===== src/rtl/sr_flag_arbiter.sv =====
// Bank of SR status flags updated through one round-robin arbitrated port.
// Supports lock for back-to-back ownership and a global synchronous clear.
module sr_flag_arbiter #(
    parameter int NREQ  = 4,
    parameter int NFLAG = 8,
    parameter int IDX_W = (NFLAG > 1) ? $clog2(NFLAG) : 1,
    localparam int ID_W = $clog2(NREQ)
) (
    input  logic                  clk,
    input  logic                  rst_n,
    input  logic [NREQ-1:0]       req,
    input  logic [NREQ-1:0]       cmd_s,
    input  logic [NREQ-1:0]       cmd_r,
    input  logic [NREQ*IDX_W-1:0] idx,
    input  logic [NREQ-1:0]       lock,
    input  logic                  clr_all,
    output logic [NREQ-1:0]       gnt,
    output logic [NFLAG-1:0]      q,
    output logic                  upd_valid,
    output logic [ID_W-1:0]       upd_id,
    output logic                  idx_err
);

    typedef enum logic {IDLE, LOCKED} mode_e;

    mode_e             mode_q, mode_d;
    logic [ID_W-1:0]   ptr_q, ptr_d;
    logic [ID_W-1:0]   owner_q, owner_d;
    logic [NFLAG-1:0]  q_q, q_d;
    logic              upd_valid_q, upd_valid_d;
    logic [ID_W-1:0]   upd_id_q, upd_id_d;
    logic              idx_err_q, idx_err_d;

    logic              xfer;
    logic [ID_W-1:0]   gid;
    logic [IDX_W-1:0]  gidx;
    int                cand;

    function automatic logic [ID_W-1:0] wrap_inc(input logic [ID_W-1:0] v);
        if (int'(v) == NREQ - 1) return '0;
        return v + 1'b1;
    endfunction

    // Reset dominates: 11 clears the flag.
    function automatic logic sr_next(input logic cur, input logic s, input logic r);
        if (r) return 1'b0;
        if (s) return 1'b1;
        return cur;
    endfunction

    always_comb begin
        gnt  = '0;
        xfer = 1'b0;
        gid  = '0;
        cand = 0;
        if (rst_n && !clr_all) begin
            if (mode_q == LOCKED) begin
                gnt[owner_q] = req[owner_q];
                xfer         = req[owner_q];
                gid          = owner_q;
            end else begin
                // Descending scan so the candidate closest to ptr wins.
                for (int k = NREQ - 1; k >= 0; k--) begin
                    cand = (int'(ptr_q) + k) % NREQ;
                    if (req[cand]) begin
                        xfer = 1'b1;
                        gid  = ID_W'(cand);
                    end
                end
                if (xfer) gnt[gid] = 1'b1;
            end
        end
    end

    assign gidx = idx[gid*IDX_W +: IDX_W];

    always_comb begin
        mode_d      = mode_q;
        ptr_d       = ptr_q;
        owner_d     = owner_q;
        q_d         = q_q;
        upd_valid_d = 1'b0;
        upd_id_d    = upd_id_q;
        idx_err_d   = 1'b0;
        if (clr_all) begin
            q_d = '0;
        end else if (xfer) begin
            upd_valid_d = 1'b1;
            upd_id_d    = gid;
            ptr_d       = wrap_inc(gid);
            if (32'(gidx) < NFLAG) q_d[gidx] = sr_next(q_q[gidx], cmd_s[gid], cmd_r[gid]);
            else                   idx_err_d = 1'b1;
            if (lock[gid]) begin
                mode_d  = LOCKED;
                owner_d = gid;
            end else begin
                mode_d  = IDLE;
            end
        end else if (mode_q == LOCKED && !req[owner_q]) begin
            mode_d = IDLE;
            ptr_d  = wrap_inc(owner_q);
        end
    end

    always_ff @(posedge clk) begin
        if (!rst_n) begin
            mode_q      <= IDLE;
            ptr_q       <= '0;
            owner_q     <= '0;
            q_q         <= '0;
            upd_valid_q <= 1'b0;
            upd_id_q    <= '0;
            idx_err_q   <= 1'b0;
        end else begin
            mode_q      <= mode_d;
            ptr_q       <= ptr_d;
            owner_q     <= owner_d;
            q_q         <= q_d;
            upd_valid_q <= upd_valid_d;
            upd_id_q    <= upd_id_d;
            idx_err_q   <= idx_err_d;
        end
    end

    assign q         = q_q;
    assign upd_valid = upd_valid_q;
    assign upd_id    = upd_id_q;
    assign idx_err   = idx_err_q;

endmodule

===== config.mk =====
export PLATFORM = sky130hd
export DESIGN_NAME = sr_flag_arbiter
export DESIGN_NICKNAME = d
export VERILOG_FILES = /design/src/rtl/sr_flag_arbiter.sv
export SDC_FILE = /design/constraint.sdc
export NUM_CORES = 1
export LEC_CHECK = 0
export CAP_MARGIN = 15
export CORE_MARGIN = 2
export CORE_UTILIZATION = 49
export DETAILED_ROUTE_END_ITERATION = 8
export HOLD_SLACK_MARGIN = 0.15
export PLACE_DENSITY = 0.93
export SETUP_SLACK_MARGIN = 0.15
export SYNTH_ARGS = -nofsm -noshare
export SYNTH_HDL_FRONTEND = slang
export SYNTH_SLANG_ARGS = --single-unit

===== constraint.sdc =====
create_clock -name clk -period 6.1 [get_ports clk]
set_input_delay 0.61 -clock clk [delete_from_list [all_inputs] [get_ports clk]]
set_output_delay 0.61 -clock clk [all_outputs]
set_load 0.01 [all_outputs]

==> Yosys cells after proc, flatten, opt, wreduce, memory -nomap -nowiden <==
Cells that the tools add are included.
Widths: inputs -> output; s select.
{ "op_classes": {"n_addsub": 5, "multipliers": 1, "n_lt_le_gt_ge": 11, "n_eq_ne": 2, "n_shift": 1, "mux": 77, "bitwise": 6, "n_reduce_logical": 15} }
{ "op_table": {"columns": ["operator", "count"], "rows": [
  ["$mux 1", 47],
  ["$mux 2", 14],
  ["$bmux 1 s2", 8],
  ["$lt 3x4->1 const B", 4],
  ["$lt 2x3->1 const B", 4],
  ["$mux 4", 3],
  ["$shiftx 12x5->3", 1],
  ["$bwmux 8", 1],
  ["$reduce_or 2->1", 4],
  ["$add 2x1->2 const B", 3],
  ["$logic_and 1x1->1", 5],
  ["$add 2x2->2 const B", 2],
  ["$and 4x4->4", 1],
  ["$demux 1 s2", 2],
  ["$eq 2x1->1 const B", 2],
  ["$ge 2x1->1 const B", 2],
  ["$mul 2x2->4 const B", 1],
  ["$reduce_and 2->1", 2],
  ["$and 1x1->1 const A", 3],
  ["$bmux 1 s3", 1],
  ["$demux 1 s3", 1],
  ["$ge 3x1->1 const B", 1],
  ["$reduce_and 3->1", 1],
  ["$logic_not 1->1", 2],
  ["other kinds (2)", 3]
]} }
{ "totals": {"register_bits": 16, "in_bits": 31, "output_inout_bits": 16, "elab_cells": 124} }

==> Logic depth before layout (Yosys ltp) <==
{ "depth": {"depth_word": 27, "ltp_mapped": 11, "mapped_depth_nobuf": 9} }

==> Worst setup path before layout <==
Ideal clock, no wire load.
{ "synth_timing": {"kind": "input -> register", "startpoint": "input port req[3]", "endpoint": "register q_q[0] (netlist: q[0])", "setup_ps": 137, "arrival_time_ps": 2856, "required_time_ps": 5963, "slack_ps": 3107, "stages": 9, "n_path_buf": 0, "cell_sequence": "nor2_1 a2111oi_4 o31ai_2 nand2_1 a32oi_2 mux2_2 o2bb2ai_2 a2111oi_4 o31ai_1"} }
{ "synth_between": {"elab_chain_len": 22, "elab_cells_between_ends": 55, "classes_between": "1 x mul; 2 x order compare; 1 x shift; 50 x mux; 1 x reduce/logical"} }
{ "synth_rtl": {"columns": ["element", "line", "text"], "rows": [
  ["from (decl)", "11", "input logic [NREQ-1:0] req,"],
  ["branches (longest 22 deep; another with $mul 2x2->4)", null, null],
  ["to (signal assigned)", "118", "q_q <= q_d;"],
  ["to (decl)", "29", "logic [NFLAG-1:0] q_q, q_d;"]
]} }
Parallel ways; which one is timed is not known. The select of a mux whose other input is x is not followed.
A chain may end at the register's enable or synchronous reset.

==> Worst setup path after layout <==
{ "layout_timing": {"startpoint": "input port rst_n", "endpoint": "output port gnt[0]"} }
{ "layout_between": {"elab_chain_len": 2} }
{ "layout_rtl": {"columns": ["element", "line", "text"], "rows": [
  ["from (decl)", "10", "input logic rst_n,"],
  ["$logic_and 1x1->1", "56", "if (rst_n && !clr_all) begin"],
  ["$mux 4", "56", null],
  ["to (decl)", "17", "output logic [NREQ-1:0] gnt,"]
]} }
Every way passes these cells.

==> impl_metrics.ini <==
[yosys]
ys_ff_latch = 16
async_flop_share_pct = 0
synthCells = 180
syn_area_um2 = 1434
synth_cell_types = 40
yosysWarnings = 0
synth_area_leaders = dfxtp_1 22%, mux2i_1 13%, nand2_1 6.0%
syn_area_per_cell_um2 = 7.966
seq_area_frac_synth_pct = 22.34
synth_area_leader_cell = dfxtp_1
ys.flop_type = dfxtp_1
synth_edf_count = 0
syn_nets = 215
yosysTopAreaCellShare_pct = 22.34

[placement]
gp_congestion = 0.9003
dp_hpwl_um = 2712
placedCellCount = 250
io_buffer_count = 45

[cts]
cts-hold-fix-buffers = 0
clkTransAtPathRegs_ns = 0.09
htree_num_levels = 1
insertion_delay_ns = 0.29
cts_buffer_depth = 2
cts_tree = done
cts-root-buf = clkbuf_4
ctsResizeCount = 0
numCtsBuffers = 3
numClockSinks = 16
cts_setup_buffers = 0

[sta]
min_period_ns = 3.963
hold_violations = 0
min_period_over_period_pct = 64.96
finalSetupTns_ns = 0
tightest_slew_ns = 0.8982
max_freq_ghz = 0.2524
drv_slew = 0
hold_ws_ns = 0.4954
rsz0062_at_grt = false
skew_ns = 0.002984
setup_viol = 0
slew_headroom_pct = 40.00

[route]
viasPerCell = 5.634
dr_total_vias = 1431
ant_nets = 0
dr.pass1.iters = 4
wl_per_cell_um = 13.38
drc = 0
postRouteWirelength_um = 3399
dr.first_iter.drc_count = 47

[worst_setup_path]
crit_path_end_kind = output pin
crit_type = in -> out
crit_path_max_fanout = 13
startpoint_type = primary input
r2r_setup_slack_ns = 2.84
cp.arrival_ns = 3.35
required_ns = 5.49

[pwr]
p_per_area_nw_per_um2 = 137.0
ir_drop_mv = 0.1718
power_leakage_nw = 0.7786

[floorplan]
design.core.area_um2 = 2758
rows = 19
ios = 47
start_util_pct = 52.00
fp.dieH_um = 58.10
die_x_um = 58.10
dieArea_um2 = 3375

[cells_and_area]
fin_cells = 254
nNetsFinal = 259
areaGrowthSynthToFinish_pct = 34.64
antenna_cells = 0
fin_util_pct = 70.01
drive_gt1_share_pct = 8.969

[grt]
antenna_found_initial = 0
gr-total-overflow = 0
grt_usage_pct = 21.27
first_global_vias = 1343
grt_max_degree = 19
grt_pass1_wl_um = 5685

[outcome]
status = finished, final reports clean

[hold_path]
hold_path_class = reg -> reg

[run]
max-cap-violations = 0
## Yosys cell counts, types with 2 or more instances
| library cell | instances |
|---|---|
| o211ai_1 | 4 |
| and2_1 | 3 |
| a2111oi_4 | 2 |
| mux2_2 | 4 |
| a21oi_1 | 8 |
| mux2i_1 | 18 |
| nand2_1 | 23 |
| ha_1 | 4 |
| o31ai_1 | 5 |
| o21ai_1 | 3 |
| clkbuf_1 | 3 |
| a21boi_0 | 2 |
| nor3_1 | 3 |
| o22ai_1 | 2 |
| buf_2 | 2 |
| buf_4 | 2 |
| inv_1 | 5 |
| nor2_1 | 18 |
| nor3b_1 | 2 |
| nand2b_1 | 12 |
| o21a_1 | 2 |
| nand3_1 | 9 |
| o21ai_0 | 7 |
| nor2b_1 | 6 |
| dfxtp_1 | 16 |
## area by class of cell
type	count	area, um^2
multi-input combinational	151	1055
fill	215	827.0
timing repair buffer	46	457.9
sequential	16	320.3
tap	31	38.79
clock buffer	4	36.28
inverter	6	22.52
## sequential cells by signal, indices dropped and copies added (netlist names)
signal,count
mode_q,1
owner_q,2
ptr_q,2
q,8
upd_id,2
upd_valid,1
## report_power, final
| part | switching (mW) | total (mW) | internal (mW) | leakage [nW] |
|---|---|---|---|---|
| clock network | 0.0341 | 0.0705 | 0.0364 | 0.0210 |
| registers | 0.00322 | 0.110 | 0.106 | 0.129 |
| logic | 0.0409 | 0.0844 | 0.0435 | 0.628 |
| total | 0.0782 | 0.264 | 0.186 | 0.779 |
## logic make-up (layout without fill, tap and decap cells)
| family | Yosys count | after routing | synth area share (%) |
|---|---|---|---|
| simple gates | 78 | 78 | 26.26 |
| other cells | 1 | 1 | 0.2615 |
| mux | 24 | 24 | 18.06 |
| compound gates | 43 | 43 | 24.87 |
| xor+xnor | 1 | 1 | 0.6109 |
| fa+ha+maj | 4 | 4 | 3.491 |
| buf+inv | 13 | 56 | 4.101 |
| flops | 16 | 16 | 22.34 |
## metal layers
layer | GRT usage [%] | part of all wire (%) | wire length [um] | vias up
met5 | 0 | 0 | 0 | -
met4 | 2.990 | 0.47 | 16 | 0
met3 | 4.464 | 6.3 | 214 | 4
met2 | 39.61 | 51 | 1730 | 52
met1 | 25.44 | 42 | 1437 | 649
li1 | - | - | - | 726
## final timing paths
path,endpoint,depth (start not counted),start
setup reg to reg,q[0]$_SDFFE_PN0P_,10,mode_q$_SDFFE_PN0P_
setup / recovery,gnt[0],5,rst_n
hold reg to reg,q[6]$_SDFFE_PN0P_,2,q[6]$_SDFFE_PN0P_
hold / removal,q[6]$_SDFFE_PN0P_,2,q[6]$_SDFFE_PN0P_
## layout by cell type, fill, tap and decap left out, drive strengths merged, types with 2 or more instances in the layout
cell / n
clkdlybuf4s50: 45
nand2: 23
nor2: 18
mux2i: 18
dfxtp: 16
nand2b: 12
o21ai: 11
nand3: 9
a21oi: 8
nor2b: 6
inv: 6
o31ai: 6
mux2: 5
o211ai: 4
ha: 4
clkbuf: 4
nor3: 3
and2: 3
a2111oi: 2
nor3b: 2
o21a: 2
a21boi: 2
o22ai: 2
a221oi: 2
## worst max-delay path, stage by stage
cell	delay, ns
clkdlybuf4s50_1	0.64
nor2b_1	0.77
nand3_1	0.55
nor2_1	0.23
clkdlybuf4s50_1	0.55
## metrics by stage
stage,power [mW],cell area (um^2),worst slack (ns)
global placement,0.1945,1894,2.228
detailed placement,0.1959,1894,2.238
CTS,0.2638,1931,2.233
floorplan,0.1611,1434,3.107
global route,0.2778,1931,1.977
finish,0.2645,1931,2.137
(Power assumes the default switching activity.)
